[src/rtl/fa_pkg.sv]
// Shared types and defaults for the bit-serial full-adder initiator.
package fa_pkg;

  typedef enum logic [1:0] {IDLE, RUN, DONE} fa_ser_state_t;

  localparam int unsigned FA_SER_W_DEF = 8;

endpackage

[src/rtl/fa_if.sv]
// One-bit full-adder link: initiator drives a/b/c, combinational peer returns sum/carry.
interface fa;

  logic a;
  logic b;
  logic c;
  logic sum;
  logic carry;

  modport tb_mp  (output a, b, c, input  sum, carry);
  modport dut_mp (input  a, b, c, output sum, carry);

endinterface

[src/rtl/fa_serial_initiator.sv]
// Bit-serial W-bit adder controller driving a full-adder peer LSB-first.
// Optional FA_SELF_CHECK_EN builds an expected-sum register and sticky mismatch flag.
module fa_serial_initiator
  import fa_pkg::*;
#(
  parameter int unsigned W = FA_SER_W_DEF
) (
  input  logic         clk,
  input  logic         rst,
  input  logic         in_valid,
  output logic         in_ready,
  input  logic [W-1:0] op_a,
  input  logic [W-1:0] op_b,
  input  logic         cin,
  output logic         out_valid,
  input  logic         out_ready,
  output logic [W-1:0] result,
  output logic         cout,
  output logic         mismatch,
  fa.tb_mp             m
);

  localparam int unsigned CW = $clog2(W) + 1;

  fa_ser_state_t state_q, state_d;
  logic [W-1:0]  sh_a_q, sh_a_d;
  logic [W-1:0]  sh_b_q, sh_b_d;
  logic [W-1:0]  res_q, res_d;
  logic          cy_q, cy_d;
  logic [CW-1:0] cnt_q, cnt_d;
  logic          fin;

  // Peer drive depends on registered state only, keeping the sum/carry path loop-free.
  always_comb begin
    m.a = 1'b0;
    m.b = 1'b0;
    m.c = 1'b0;
    if (state_q == RUN) begin
      m.a = sh_a_q[0];
      m.b = sh_b_q[0];
      m.c = cy_q;
    end
  end

  always_comb begin
    state_d   = state_q;
    sh_a_d    = sh_a_q;
    sh_b_d    = sh_b_q;
    res_d     = res_q;
    cy_d      = cy_q;
    cnt_d     = cnt_q;
    in_ready  = 1'b0;
    out_valid = 1'b0;
    fin       = 1'b0;
    unique case (state_q)
      IDLE: begin
        in_ready = 1'b1;
        if (in_valid) begin
          sh_a_d  = op_a;
          sh_b_d  = op_b;
          cy_d    = cin;
          cnt_d   = '0;
          state_d = RUN;
        end
      end
      RUN: begin
        res_d  = {m.sum, res_q[W-1:1]};
        cy_d   = m.carry;
        sh_a_d = sh_a_q >> 1;
        sh_b_d = sh_b_q >> 1;
        cnt_d  = cnt_q + 1'b1;
        if (cnt_q == CW'(W - 1)) begin
          fin     = 1'b1;
          state_d = DONE;
        end
      end
      DONE: begin
        out_valid = 1'b1;
        if (out_ready) state_d = IDLE;
      end
      default: state_d = IDLE;
    endcase
  end

  always_ff @(posedge clk) begin
    if (rst) begin
      state_q <= IDLE;
      sh_a_q  <= '0;
      sh_b_q  <= '0;
      res_q   <= '0;
      cy_q    <= 1'b0;
      cnt_q   <= '0;
    end else begin
      state_q <= state_d;
      sh_a_q  <= sh_a_d;
      sh_b_q  <= sh_b_d;
      res_q   <= res_d;
      cy_q    <= cy_d;
      cnt_q   <= cnt_d;
    end
  end

  assign result = res_q;
  assign cout   = cy_q;

`ifdef FA_SELF_CHECK_EN
  logic [W:0] exp_q, exp_d;
  logic       mismatch_q, mismatch_d;

  // Compare against the value about to be registered so the flag lands with DONE.
  always_comb begin
    exp_d      = exp_q;
    mismatch_d = mismatch_q;
    if (state_q == IDLE && in_valid)
      exp_d = {1'b0, op_a} + {1'b0, op_b} + {{W{1'b0}}, cin};
    if (fin && ({cy_d, res_d} != exp_q))
      mismatch_d = 1'b1;
  end

  always_ff @(posedge clk) begin
    if (rst) begin
      exp_q      <= '0;
      mismatch_q <= 1'b0;
    end else begin
      exp_q      <= exp_d;
      mismatch_q <= mismatch_d;
    end
  end

  assign mismatch = mismatch_q;
`else
  assign mismatch = 1'b0;
`endif

endmodule

[src/flat_wrapper.sv]
// flat-port wrapper written by rule: the top's interface ports become plain ports
module fa_serial_initiator_flat import fa_pkg::*;
#(
  parameter int unsigned W = FA_SER_W_DEF
)
  (clk, rst, in_valid, in_ready, op_a, op_b, cin, out_valid, out_ready, result, cout, mismatch, m_a, m_b, m_c, m_sum, m_carry);
  fa m_i ();
  input  logic clk;
  input  logic rst;
  input  logic in_valid;
  output logic in_ready;
  input  logic [W-1:0] op_a;
  input  logic [W-1:0] op_b;
  input  logic cin;
  output logic out_valid;
  input  logic out_ready;
  output logic [W-1:0] result;
  output logic cout;
  output logic mismatch;
  output wire logic [$bits(m_i.a)-1:0] m_a;
  output wire logic [$bits(m_i.b)-1:0] m_b;
  output wire logic [$bits(m_i.c)-1:0] m_c;
  input wire logic [$bits(m_i.sum)-1:0] m_sum;
  input wire logic [$bits(m_i.carry)-1:0] m_carry;
  assign m_a = m_i.a;
  assign m_b = m_i.b;
  assign m_c = m_i.c;
  assign m_i.sum = m_sum;
  assign m_i.carry = m_carry;
  fa_serial_initiator #(.W(W)) u_core (.clk(clk), .rst(rst), .in_valid(in_valid), .in_ready(in_ready), .op_a(op_a), .op_b(op_b), .cin(cin), .out_valid(out_valid), .out_ready(out_ready), .result(result), .cout(cout), .mismatch(mismatch), .m(m_i));
endmodule
[config.mk]
export PLATFORM = sky130hd
export DESIGN_NAME = fa_serial_initiator_flat
export DESIGN_NICKNAME = d
export VERILOG_FILES = /design/src/rtl/fa_pkg.sv /design/src/rtl/fa_if.sv /design/src/rtl/fa_serial_initiator.sv /design/src/flat_wrapper.sv
export SDC_FILE = /design/constraint.sdc
export NUM_CORES = 1
export LEC_CHECK = 0
export CAP_MARGIN = 5
export CORE_MARGIN = 1
export CORE_UTILIZATION = 52
export DETAILED_ROUTE_END_ITERATION = 8
export PLACE_DENSITY_LB_ADDON = 0.05
export SKIP_LAST_GASP = 1
export SLEW_MARGIN = 20
export SYNTH_ARGS = -nofsm -noshare
export SYNTH_HDL_FRONTEND = slang
export SYNTH_SLANG_ARGS = --single-unit
[constraint.sdc]
create_clock -name clk -period 3.55 [get_ports clk]
set_input_delay 0.71 -clock clk [delete_from_list [all_inputs] [get_ports clk]]
set_output_delay 0.71 -clock clk [all_outputs]
set_load 0.02 [all_outputs]
==> results_dict.tcl, run 1 <==
set metrics [dict create \
    synthToLayoutAreaGrowth_pct 24.28 \
    path_cells "nand2b_4, nor2_1, clkdlybuf4s50_1" \
    rsz0062_at_grt "no" \
    drtPass1Iterations 5 \
    n_antenna_cell 0 \
    slew_headroom_pct 39.02 \
    drive_gt1_share_pct 11.50 \
    criticalPathCategory "reg -> out" \
    fin_ws_ns 0.7333 \
    first_iter_violations 67 \
    p_leak_nw 0.7304 \
    worstPathRequired_ns 2.84 \
    synth.area.top_cells "dfxtp_1 (41%), a21oi_1 (13%), o221a_2 (10%)" \
    nFillCells 264 \
    finalSetupViolCount 0 \
    seq_power_share_pct 54.6 \
    ff2ff_path_depth 4 \
    initial_core_util_pct 54.95 \
    coreArea_um2 2758 \
    die_area_um2 3134 \
    synth_cell_types 29 \
    powerDensity_nw_per_um2 374.0 \
    switching_share_pct 27.96 \
    cts_hold_buf 0 \
    synth-seq-cells 31 \
    num_io_pins 38 \
    final_net_count 249 \
    syn_nets 221 \
    cp_num_buf_inv 1 \
    wl_per_cell_um 13.16 \
    gp_congestion 0.7570 \
    synthCells 197 \
    fmax_mhz 355.0 \
    overflow 0 \
    syn_area_per_cell_um2 7.691 \
    path_clk_slew_ns 0.09 \
    fin_setup_tns_ns 0 \
    die_h_um 55.98 \
    hold_path.class "reg -> reg" \
    crit_arrival_ns 2.11 \
    crit_fanout 27 \
    dp_slack_ns 1.103 \
    vias_per_cell 5.560 \
    yosysWarnings 0 \
    drc_errors 0 \
    finalClockSkew_ns 0.002216 \
    cts_max_path_buffers 2 \
    outcome "complete, no violations" \
    clkSinkCount 31 \
    dp_cells 249 \
    post_cts_resized 0 \
    end_kind "primary output" \
    grt_max_degree 33 \
    cts_root_buffer "clkbuf_4" \
    cpPeakStageDelay_ns 0.72 \
    synth_top_area_cell "dfxtp_1" \
    min_path_cells 2 \
    crit_family "flip-flops" \
    cap_violations 0 \
    place_hpwl_mm 2.140 \
    critical_path.slowest_cell "dfxtp_1" \
    grt_pass1_vias 1352 \
    path_depth 3 \
    row_count 19 \
    cts_tree "built" \
    cts_made_buffers 5 \
    seq_area_frac_synth_pct 40.96 \
    critPathLaunchType "register" \
    instances_no_fill 257 \
    stdcell_area_um2 1883 \
    ant_nets 0 \
    p_comb_share_pct 17.4 \
    grt_antenna_before_repair 0 \
    vdd_drop_max_mv 0.3656 \
    slew_violations 0 \
    io_buffers 36 \
    cts_setup_buffers 0 \
    dpl_cell_area_um2 1838 \
    power_switching_w 0.0001969 \
    netlist_area_um2 1515 \
    routed_wl_mm 3.381 \
    die_w_um 55.98 \
    intPower_w 0.0005074 \
    post-route-period-util_pct 79.34 \
    yosysTopAreaCellShare_pct 40.96 \
    tightest_slew_ns 0.9128 \
    h-tree-depth 2 \
    worstSkewPairLatency_ns 0.33 \
    grt_pass1_wl_mm 5.796 \
    p_clk_share_pct 28.0 \
    grtUsageTotal_pct 23.42 \
    period_needed_ns 2.817 \
    finalHoldViolations 0 \
    vias 1429 \
]
-- layout by cell type (no fill, tap or decap) --
cell / instances
nor2_1: 36
nand2b_4: 1
dfxtp_1: 31
o2bb2ai_1: 1
o21bai_2: 1
a21oi_1: 40
clkinv_2: 1
nand2_1: 20
o221a_2: 14
a22oi_1: 1
nor2b_1: 2
clkdlybuf4s50_1: 35
clkbuf_1: 2
a31oi_1: 1
ha_1: 1
inv_1: 17
and4b_1: 1
buf_4: 3
nand4b_1: 1
nand2b_1: 1
mux2i_1: 1
a211oi_1: 1
buf_2: 1
nand3_1: 2
or3_1: 1
nor3_1: 1
clkbuf_4: 5
o22ai_1: 1
a221oi_1: 1
a32oi_1: 1
conb_1: 1
-- metrics by stage --
stage / hold slack, ns / total power (W) / util, %
after floorplan: 0.4548 / 0.0004697 / -
after global placement: 0.4461 / 0.0005104 / 66.65
after detailed placement: 0.4559 / 0.0005150 / 66.65
after CTS: 0.4659 / 0.0007094 / 68.47
after global routing: 0.4914 / 0.0007401 / 68.28
final: 0.4641 / 0.0007043 / 68.28
-- synth_stat cells --
master,n
a21oi_1,40
buf_6,2
a211oi_1,1
a22oi_1,1
nor2b_1,2
dfxtp_1,31
ha_1,1
inv_1,17
nor2_1,36
nand3_1,2
nor3_1,1
a31oi_1,1
a32oi_1,1
nand4b_1,1
o2bb2ai_1,1
conb_1,1
clkbuf_1,5
buf_4,1
buf_2,10
nand2b_1,1
mux2i_1,1
o22ai_1,1
o221a_2,14
o21bai_2,1
nand2_1,20
or3_1,1
a221oi_1,1
and4b_1,1
nand2b_4,1
-- cells by family after synthesis --
| family | after synthesis | share of synthesized area [%] |
|---|---|---|
| simple gates | 66 | 18.66 |
| compound gates | 62 | 27.91 |
| buf+inv | 35 | 10.74 |
| flops | 31 | 40.96 |
| mux | 1 | 0.6606 |
| fa+ha+maj | 1 | 0.8256 |
| other cells | 1 | 0.2475 |
-- per-layer routing --
layer	GRT usage (%)	vias up	share of wire, %
li1	-	724	-
met1	29.73	657	47
met2	35.88	44	46
met3	8.605	4	5.8
met4	9.756	0	0.86
met5	0	-	0
-- state kept, by name, indices dropped and copies added, names as in the netlist --
name,cells
u_core.cnt_q,4
u_core.cout,1
u_core.result,8
u_core.sh_a_q,8
u_core.sh_b_q,8
u_core.state_q,2
-- cell type report --
type	instances	area (um2)	area share, %
clock buffer	7	45.04	2.392
clock inverter	1	5.005	0.2658
inverter	17	63.81	3.389
multi-input combinational	131	732.0	38.87
sequential	31	620.6	32.96
tap	31	38.79	2.060
timing repair buffer	39	377.9	20.07
-- path summary, 6_finish.rpt --
kind | endpoint | slack, ns | start
min reg2reg | u_core.result[0] | 0.46 | u_core.result[0]
max | m_a | 0.73 | u_core.state_q[1]
min | u_core.result[0] | 0.46 | u_core.result[0]
max reg2reg | u_core.cnt_q[2] | 1.47 | u_core.state_q[0]
-- worst register-to-register path: cells and delay by family, from the launching register on --
kind | cells | cell delay (ns)
simple gates | 1 | 0.75
compound gates | 2 | 0.43
flops | 1 | 0.53
buf+inv | 1 | 0.28
-- power by group through the flow --
stage	Clock (W)	Sequential [W]	Combinational (W)
after global routing	0.000216	0.000387	0.000137
after detailed placement	0	0.000392	0.000123
final	0.000197	0.000384	0.000123
after CTS	0.000201	0.000384	0.000124
after floorplan	0	0.000390	0.0000801
after global placement	0	0.000391	0.000120
(Power assumes the default switching activity.)
==> run 2: changes to the inputs <==
--- a/config.mk
+++ b/config.mk
@@ -7,7 +7,7 @@
 export LEC_CHECK = 0
 export CAP_MARGIN = 5
 export CORE_MARGIN = 1
-export CORE_UTILIZATION = 52
+export CORE_UTILIZATION = 43
 export DETAILED_ROUTE_END_ITERATION = 8
 export PLACE_DENSITY_LB_ADDON = 0.05
 export SKIP_LAST_GASP = 1
==> constraint.sdc (replaced) <==
create_clock -name clk -period 2.3 [get_ports clk]
set_input_delay 0.46 -clock clk [delete_from_list [all_inputs] [get_ports clk]]
set_output_delay 0.46 -clock clk [all_outputs]
set_load 0.02 [all_outputs]
==> run 2 against run 1 <==
  * Core utilization decreased by 11 points
  * Via count rose by 1.0%
  * Global-route usage fell by 3.3 points
  * Critical path type unchanged
  * First-iteration DRC count rose by 78%
  * Worst hold slack got worse by 0.0032 ns
  * Sequential cell count unchanged
  * Register-to-register slack got worse by 0.63 ns
==> results_dict.tcl, run 2 (synthesis gave the netlist of run 1 again) <==
set metrics [dict create \
    ant_nets 0 \
    die_w_um 61.36 \
    drc_errors 0 \
    row_count 21 \
    gr-max-usage-layer "met2" \
    crit_fanout 10 \
    cts_root_buffer "clkbuf_4" \
    fmax_mhz 475.6 \
    powerDensity_nw_per_um2 550.1 \
    wl_per_cell_um 12.37 \
    finalSetupViolCount 0 \
    finalClockSkew_ns 0.004124 \
    h-tree-depth 2 \
    slew_violations 0 \
    crit_arrival_ns 1.64 \
    io_buffers 36 \
    path_clk_slew_ns 0.09 \
    first_iter_violations 119 \
    num_io_pins 38 \
    grt_pass1_wl_mm 5.513 \
    synthToLayoutAreaGrowth_pct 27.75 \
    die_h_um 61.36 \
    startpoint "u_core.state_q[0]" \
    cap_violations 0 \
    vias 1444 \
    gr-usage-met1_pct 23.06 \
    ff2ff_path_depth 5 \
    outcome "complete, no violations" \
    post-route-period-util_pct 91.42 \
    die_area_um2 3765 \
    grtUsageMet2_pct 35.56 \
    crit_end "in_ready" \
    r2r-start "u_core.state_q[0]" \
    rsz0062_at_grt "no" \
    overflow 0 \
    grt_antenna_before_repair 0 \
    finalHoldViolations 0 \
    drive_gt1_share_pct 12.66 \
    post_cts_resized 0 \
    grtUsageTotal_pct 20.16 \
    grt_max_degree 33 \
    initial_core_util_pct 45.05 \
    n_antenna_cell 0 \
    cts_hold_buf 0 \
    fin_setup_tns_ns 0 \
    hold_path.class "reg -> reg" \
    dp_slack_ns 0.5373 \
    nFillCells 350 \
    drtPass1Iterations 4 \
    reg2reg_to "u_core.cnt_q[2]" \
    cts_setup_buffers 0 \
    worstPathRequired_ns 1.84 \
    final_common_cell "a21oi_1" \
    place_hpwl_mm 2.332 \
    globalRouteMet3Util_pct 7.353 \
    layout_common_cells "a21oi_1 (40), nor2_1 (36), clkdlybuf4s50_1 (36), dfxtp_1 (31), nand2_1 (20)" \
    r2r_slack_ns 0.84 \
    vdd_drop_max_mv 0.3157 \
    cts_max_path_buffers 2 \
    period_needed_ns 2.103 \
    p_leak_nw 0.7495 \
    critPathLaunchType "register" \
    cts_tree "built" \
    vias_per_cell 5.251 \
    grt_pass1_vias 1322 \
    cts_made_buffers 5 \
    fin_ws_ns 0.1973 \
    clkSinkCount 31 \
    worstSkewPairLatency_ns 0.31 \
    final_net_count 254 \
    gp_congestion 0.7354 \
    routed_wl_mm 3.402 \
    criticalPathCategory "reg -> out" \
    end_kind "primary output" \
    coreArea_um2 3363 \
]
run 2: cell types whose count changed in the layout (fill, tap and decap cells not counted):
cell	previous run	this run
buf_2	1	0
buf_4	3	8
clkbuf_1	2	1
clkdlybuf4s50_1	35	36
clkinv_2	1	0
run 2: worst max-delay path, cell delays in order, from the launching register on:
cell	delay [ns]
dfxtp_1	0.36
buf_4	0.19
nor2_1	0.15
clkdlybuf4s50_1	0.62
run 2: where the power goes:
group / internal (W) / switching, W
clock: 0.000109 / 0.000164
sequential: 0.000567 / 0.0000237
combinational: 0.000104 / 0.0000964
run 2: routing by layer:
layer  share of wire [%]  vias to the layer above  routed length (um)
li1                    -                      735                   -
met1                  45                      676                1541
met2                  49                       31                1675
met3                 4.9                        2                 166
met4                0.53                        0                  18
met5                   0                        -                   0
run 2: stage by stage:
stage	hold WS [ns]	utilization (%)	cell area [um2]	power, W	instances
final	0.4609	57.55	1936	0.001065	275
after global routing	0.4891	57.55	1936	0.001134	275
after CTS	0.4667	57.55	1936	0.001080	275
after detailed placement	0.4540	56.32	1894	0.0008044	269
after global placement	0.4472	56.32	1894	0.0007975	269
after floorplan	0.4548	-	1515	0.0007250	197
run 2: worst min-delay path by stage:
stage	from	endpoint	slack, ns	cells after the start
floorplan	u_core.sh_b_q[7]	u_core.sh_b_q[7]	0.45	2
CTS	u_core.result[0]	u_core.result[0]	0.47	2
global placement	u_core.result[0]	u_core.result[0]	0.45	2
detailed placement	u_core.result[0]	u_core.result[0]	0.45	2
finish	u_core.result[0]	u_core.result[0]	0.46	2
global route	u_core.result[0]	u_core.result[0]	0.49	2
run 2: cell type report:
type                            count  area, um2  share of cell area, %
Timing Repair Buffer               44      420.4                  21.72
Inverter                           17      63.81                  3.297
Sequential cell                    31      620.6                  32.06
Tap cell                           46      57.56                  2.973
Clock buffer                        6      41.29                  2.133
Multi-Input combinational cell    131      732.0                  37.82
